--- src/rtl/nanorv32_test_monitor.sv ---
// Test-verdict monitor for the nanorv32 core: watches retired instructions, decides
// pass/fail/unknown/illegal/timeout, and queues printf characters for a consumer.
module nanorv32_test_monitor #(
  parameter int                DATA_W         = 32,
  parameter logic [DATA_W-1:0] PASS_PC        = DATA_W'(32'h00000100),
  parameter logic [DATA_W-1:0] PRINTF_PC      = DATA_W'(32'h00000088),
  parameter logic [DATA_W-1:0] PASS_VAL       = DATA_W'(32'hCAFFE000),
  parameter logic [DATA_W-1:0] FAIL_VAL       = DATA_W'(32'hDEADD000),
  parameter int                TIMEOUT_CYCLES = 20000000,
  parameter int                CNT_W          = 32,
  parameter int                FIFO_DEPTH     = 16,
  parameter int                FIFO_AW        = 4
) (
  input  logic              clk,
  input  logic              rst_n,
  input  logic              ret_valid,
  input  logic [DATA_W-1:0] ret_pc,
  input  logic [DATA_W-1:0] a0,
  input  logic              illegal_instruction,
  output logic              done,
  output logic [2:0]        status,
  output logic              char_valid,
  output logic [7:0]        char_data,
  input  logic              char_ready,
  output logic              line_flush,
  output logic              fifo_overflow,
  output logic [CNT_W-1:0]  cycle_count,
  output logic [CNT_W-1:0]  insn_count
);

  typedef enum logic [2:0] {
    ST_RUN          = 3'd0,
    ST_PASS         = 3'd1,
    ST_FAIL         = 3'd2,
    ST_FAIL_UNKNOWN = 3'd3,
    ST_ILLEGAL      = 3'd4,
    ST_TIMEOUT      = 3'd5
  } state_t;

  localparam bit              TO_EN   = (TIMEOUT_CYCLES != 0);
  localparam logic [CNT_W-1:0] TO_LAST = CNT_W'(TIMEOUT_CYCLES - 1);

  state_t           r_state;
  logic             r_done;
  logic [CNT_W-1:0] r_cycle_count;
  logic [CNT_W-1:0] r_insn_count;

  logic [7:0]       r_mem [FIFO_DEPTH];
  logic [FIFO_AW:0] r_wptr;
  logic [FIFO_AW:0] r_rptr;
  logic             r_line_flush;
  logic             r_overflow;

  logic w_run, w_empty, w_full, w_pop, w_push_req, w_push_ok;
  logic w_pass_hit, w_timeout_hit;

  assign w_run         = (r_state == ST_RUN);
  assign w_empty       = (r_wptr == r_rptr);
  assign w_full        = (r_wptr[FIFO_AW] != r_rptr[FIFO_AW]) &&
                         (r_wptr[FIFO_AW-1:0] == r_rptr[FIFO_AW-1:0]);
  assign w_pop         = !w_empty && char_ready;
  assign w_push_req    = w_run && ret_valid && (ret_pc == PRINTF_PC);
  // A full FIFO still takes a push when the head leaves in the same cycle.
  assign w_push_ok     = w_push_req && (!w_full || w_pop);
  assign w_pass_hit    = ret_valid && (ret_pc == PASS_PC);
  assign w_timeout_hit = TO_EN && (r_cycle_count == TO_LAST);

  // Verdict FSM and RUN-time counters
  always_ff @(posedge clk) begin
    if (!rst_n) begin
      r_state       <= ST_RUN;
      r_done        <= 1'b0;
      r_cycle_count <= '0;
      r_insn_count  <= '0;
    end else if (w_run) begin
      r_cycle_count <= r_cycle_count + CNT_W'(1);
      if (ret_valid) r_insn_count <= r_insn_count + CNT_W'(1);
      if (illegal_instruction) begin
        r_state <= ST_ILLEGAL;
        r_done  <= 1'b1;
      end else if (w_pass_hit) begin
        r_done <= 1'b1;
        if (a0 == PASS_VAL)      r_state <= ST_PASS;
        else if (a0 == FAIL_VAL) r_state <= ST_FAIL;
        else                     r_state <= ST_FAIL_UNKNOWN;
      end else if (w_timeout_hit) begin
        r_state <= ST_TIMEOUT;
        r_done  <= 1'b1;
      end
    end
  end

  // Printf FIFO control
  always_ff @(posedge clk) begin
    if (!rst_n) begin
      r_wptr       <= '0;
      r_rptr       <= '0;
      r_line_flush <= 1'b0;
      r_overflow   <= 1'b0;
    end else begin
      r_line_flush <= w_push_ok && (a0[7:0] == 8'h0A);
      if (w_push_req && !w_push_ok) r_overflow <= 1'b1;
      if (w_push_ok) r_wptr <= r_wptr + (FIFO_AW+1)'(1);
      if (w_pop)     r_rptr <= r_rptr + (FIFO_AW+1)'(1);
    end
  end

  always_ff @(posedge clk) begin
    if (w_push_ok) r_mem[r_wptr[FIFO_AW-1:0]] <= a0[7:0];
  end

  assign done          = r_done;
  assign status        = r_state;
  assign char_valid    = !w_empty;
  assign char_data     = w_empty ? 8'h00 : r_mem[r_rptr[FIFO_AW-1:0]];
  assign line_flush    = r_line_flush;
  assign fifo_overflow = r_overflow;
  assign cycle_count   = r_cycle_count;
  assign insn_count    = r_insn_count;

endmodule
--- config.mk ---
export PLATFORM = sky130hd
export DESIGN_NAME = nanorv32_test_monitor
export DESIGN_NICKNAME = d
export VERILOG_FILES = /design/src/rtl/nanorv32_test_monitor.sv
export SDC_FILE = /design/constraint.sdc
export NUM_CORES = 1
export LEC_CHECK = 0
export CELL_PAD_IN_SITES_DETAIL_PLACEMENT = 0
export CELL_PAD_IN_SITES_GLOBAL_PLACEMENT = 2
export CORE_MARGIN = 2
export CORE_UTILIZATION = 36
export CTS_CLUSTER_SIZE = 16
export DETAILED_ROUTE_END_ITERATION = 8
export PLACE_DENSITY = 0.89
export REMOVE_ABC_BUFFERS = 1
export SLEW_MARGIN = 10
export SYNTH_ARGS = -nofsm -noshare
export SYNTH_HDL_FRONTEND = slang
export SYNTH_SLANG_ARGS = --single-unit
--- constraint.sdc ---
create_clock -name clk -period 3.7 [get_ports clk]
set_input_delay 0.74 -clock clk [delete_from_list [all_inputs] [get_ports clk]]
set_output_delay 0.74 -clock clk [all_outputs]
set_load 0.005 [all_outputs]
Yosys cells after proc, flatten, opt, wreduce, memory -nomap -nowiden
Memory sizes are Yosys's and may differ from the RTL's. A register that Yosys moved wholly into a read port is not among the register bits.
Cells that the tools add are included.
W data, S select, Z words.
{"block": "word_totals", "ram_bits": 128, "input_bits": 69, "out_inout_bits": 79, "word_cells": 51, "n_memories": 1, "reg_bits": 80}
{"name": "r_mem", "depth": 16, "word_bits": 8, "rd": 1, "rd_ports_with_merged_regs": 1, "wr": 1, "line": "48", "text": "logic [7:0] r_mem [FIFO_DEPTH];"}
{"block": "classes", "muxes": 13, "addsub": 4, "n_eq_ne": 9, "n_reduce_logical": 16}
{"cell": "$add A32 B1 Y32 const B", "count": 2}
{"cell": "$eq A32 B32 Y1 const B", "count": 2}
{"cell": "$eq A32 B25 Y1 const B", "count": 1}
{"cell": "$eq A32 B8 Y1 const B", "count": 1}
{"cell": "$eq A32 B9 Y1 const B", "count": 1}
{"cell": "$add A5 B1 Y5 const B", "count": 2}
{"cell": "$mux W3", "count": 3}
{"cell": "$eq A8 B4 Y1 const B", "count": 1}
{"cell": "$logic_and A1 B1 Y1", "count": 8}
{"cell": "$mux W4", "count": 2}
{"cell": "$mux W8", "count": 1}
{"cell": "$mux W1", "count": 6}
{"cell": "$eq A5 B5 Y1", "count": 1}
{"cell": "$eq A4 B4 Y1", "count": 1}
{"cell": "$reduce_and A2 Y1", "count": 2}
{"cell": "$logic_not A1 Y1", "count": 3}
{"cell": "$logic_not A3 Y1", "count": 1}
{"cell": "$reduce_bool A3 Y1", "count": 1}
{"cell": "$mux W2", "count": 1}
{"cell": "$logic_or A1 B1 Y1", "count": 1}
{"cell": "$ne A1 B1 Y1", "count": 1}

Logic depth before layout (Yosys ltp)
{"block": "logic_depth", "ltp_word": 7, "mapped_depth": 7, "ltp_nobuf": 6}

Worst setup path before layout
No wires, ideal clock.
{"block": "synth_timing", "kind": "input to register", "startpoint": "input port ret_valid", "endpoint": "memory r_mem[1][0] (enable)", "required_ns": 3.317, "n_path_buf": 0, "stages": 5, "setup_ns": 0.383, "slack_ns": 0.894, "arrival_ns": 2.423, "path_cell_list": "nor4b_4 -> and4_1 -> o2111a_1 -> nand2_1 -> nor3_1"}
{"block": "synth_via", "elab_chain_len": 5}
{"item": "from (decl)", "line": "16", "text": "input logic ret_valid,"}
{"item": "$logic_and A1 B1 Y1 (2 in a row)", "line": "62", "text": "assign w_push_req = w_run && ret_valid && (ret_pc == PRINTF_PC);"}
{"item": "$logic_and A1 B1 Y1", "line": "64", "text": "assign w_push_ok = w_push_req && (!w_full || w_pop);"}
{"item": "$mux W1", "line": "109", "text": "if (w_push_ok) r_mem[r_wptr[FIFO_AW-1:0]] <= a0[7:0];"}
{"item": "$mux W1 (not written as such)", "line": "109"}
{"item": "to (decl)", "line": "48"}
Every way passes these cells.

==> impl_metrics.tcl <==
set metrics [dict create \
    seqPwrFrac 0.483 \
    synth_edf_count 128 \
    hold_buffers 0 \
    r2r_slack_ps 1350 \
    place.gp.congestion 0.743 \
    grt_setup_unrepaired "false" \
    tightest_slew_ps 757 \
    synth.cell_area_sq_um 9050 \
    fin_util 0.477 \
    powerDensity_nw_per_um2 440 \
    postRouteAntennaNets 0 \
    die_area_sq_um 26400 \
    yosys_warnings 0 \
    maxCapViolations 0 \
    synth.ff_latch_count 212 \
    synthFlopType "edfxtp_1" \
    ir_drop_mv 0.226 \
    nFillCells 2259 \
    r2r-start "cycle_count[3]$_SDFFE_PN0N_" \
    vias 6090 \
    arrival_ps 2840 \
    hold_start "done$_SDFFE_PN0P_" \
    drive_gt1_frac 0.140 \
    cts_root_buf "clkbuf_16" \
    ys_async_sr_fraction 0 \
    dp_cells 1166 \
    clk-insertion-delay-late_ps 520 \
    multi_input_comb_area_sq_um 3350 \
    numPortBuffers 147 \
    slew-limit-headroom 0.494 \
    switching_share 0.202 \
    drtPass1Iterations 4 \
    overflow 0 \
    antenna_found_initial 1 \
    grt_max_degree 37 \
    start_util 0.363 \
    fin_cells 1211 \
    finalSetupViolCount 0 \
    wl_mm 21.7 \
    total_leakage_power_nw 3.81 \
    cts_tree "built" \
    cts_buffer_depth 3 \
    hold_viol 0 \
    cts_buffers 24 \
    pin_count 148 \
    layout_commonest_cell "clkdlybuf4s50_1" \
    finalCritPeriodShare 0.966 \
    die_x_microns 163 \
    final_cell_mix "147 x clkdlybuf4s50_1, 128 x edfxtp_1, 83 x dfxtp_1" \
    pwr-share-clk 0.477 \
    postSynthAreaPerCell_sq_um 13.2 \
    startpoint_type "flip-flop" \
    die-height_microns 163 \
    cts.sinks 212 \
    hold_slack_ps 467 \
    status "completed" \
    comb_power_share 0.039 \
    hpwl_mm 14.9 \
    clk_pin_slew_ps 60 \
    ys_types 50 \
    fin_nets 938 \
    tns_ps 0 \
    rows 58 \
    dr.first_iter.drc_count 367 \
    track_usage 0.167 \
    areaGrowthSynthToFinish_pct 31.5 \
    crit_required_ps 2960 \
    crit_fanout 32 \
    cts-htree-levels 1 \
    drt_drc_violations_left 0 \
    post_cts_resized 0 \
    syn_inst 686 \
    max_freq_mhz 280 \
    endpoint_kind "output port" \
    grt_pass1_vias 6130 \
    post_drt_wl_per_cell_microns 17.9 \
    hp-class "reg -> reg" \
    grt_pass1_wl_mm 34.5 \
    slew_viol_final 0 \
    ys_seq_area_frac 0.610 \
    criticalPathCategory "reg -> out" \
    register_area_sq_um 5530 \
    p_int_mw 4.18 \
    core_sq_um 25000 \
    p_sw_mw 1.06 \
    fin_crit_ps 3580 \
    post-cts-setup-buffers 0 \
    fin_skew_ps 15.4 \
    via_per_inst 5.03 \
]
==> layout make-up <==
class	count	area share
Sequential cell	212	0.464
Multi-Input combinational cell	431	0.281
Timing Repair Buffer	178	0.144
Clock buffer	30	0.0557
Tap cell	330	0.0347
Clock inverter	14	0.0153
Inverter	15	0.00473
Antenna cell	1	0.000210
==> metrics by stage <==
stage / power [mW] / area, sq um / setup WS [ps]
after floorplan: 2.63 / 8930 / 277
after global placement: 2.79 / 11100 / 634
after detailed placement: 2.79 / 11100 / 597
after CTS: 5.29 / 11900 / 84.3
after global routing: 5.40 / 11900 / 11.1
final: 5.24 / 11900 / 124
==> synth_stat cells (all sizes together) (4+ instances only) <==
cell type,instances,area share
clkbuf,19,0.0079
edfxtp,128,0.42
nand2,42,0.017
or3,11,0.0087
nor4b,5,0.0065
mux2i,6,0.0066
nor4,27,0.022
and4,9,0.0087
and3,9,0.0062
xnor2,43,0.042
mux4,40,0.10
nand4,21,0.016
nor2b,9,0.0062
buf,9,0.0061
nor2,82,0.034
nand3,21,0.012
inv,15,0.0062
ha,7,0.0097
nand4b,4,0.0039
xor2,16,0.015
o21ai,9,0.0050
dfxtp,84,0.19
a21oi,13,0.0072
nand2b,7,0.0048
nor3,23,0.014
==> cell families (layout without fill, tap and decap cells) <==
kind of cell	Yosys count	after routing	synth area share
AOI/OAI and AO/OA	37	37	0.0263
adders and majority gates	7	7	0.00967
other	0	1	0
DFF	212	212	0.610
buffers and inverters	43	237	0.0202
and+or+nand+nor	282	282	0.170
xor gates and xnor gates	59	59	0.0571
muxes	46	46	0.106
==> power groups by stage <==
stage	logic [mW]	clock network (mW)	registers (mW)
after global routing	0.226	2.64	2.53
after global placement	0.207	0	2.58
after floorplan	0.0513	0	2.58
after CTS	0.209	2.55	2.53
after detailed placement	0.208	0	2.58
final	0.206	2.50	2.53
==> worst paths after layout <==
| path | endpoint | depth (start not counted) |
|---|---|---|
| setup / recovery | char_data[4] | 5 |
| hold / removal | done$_SDFFE_PN0P_ | 2 |
| setup reg to reg | cycle_count[31]$_SDFFE_PN0N_ | 5 |
| hold reg to reg | done$_SDFFE_PN0P_ | 2 |
==> routing by layer <==
layer	vias to the layer above	part of all wire	global-route usage	wire, microns
met5	-	0	0	0
met2	206	0.45	0.263	9770
met3	34	0.093	0.0570	2020
met4	0	0.020	0.0406	440
li1	2927	-	-	-
met1	2923	0.44	0.223	9430
==> registers in the layout, summed over array words and instances (netlist names), named ones only <==
signal         flops
r_mem            128
cycle_count       32
insn_count        32
r_rptr             5
r_wptr             5
status             3
done               1
fifo_overflow      1
line_flush         1
==> worst max-delay path, cell delays in order, from the launching register on <==
cell and delay, ps:
dfxtp_2 340, buf_12 250, mux4_2 600, mux4_2 480, nor2b_1 140, clkdlybuf4s50_1 480
Power figures use the tool's default switching activity.
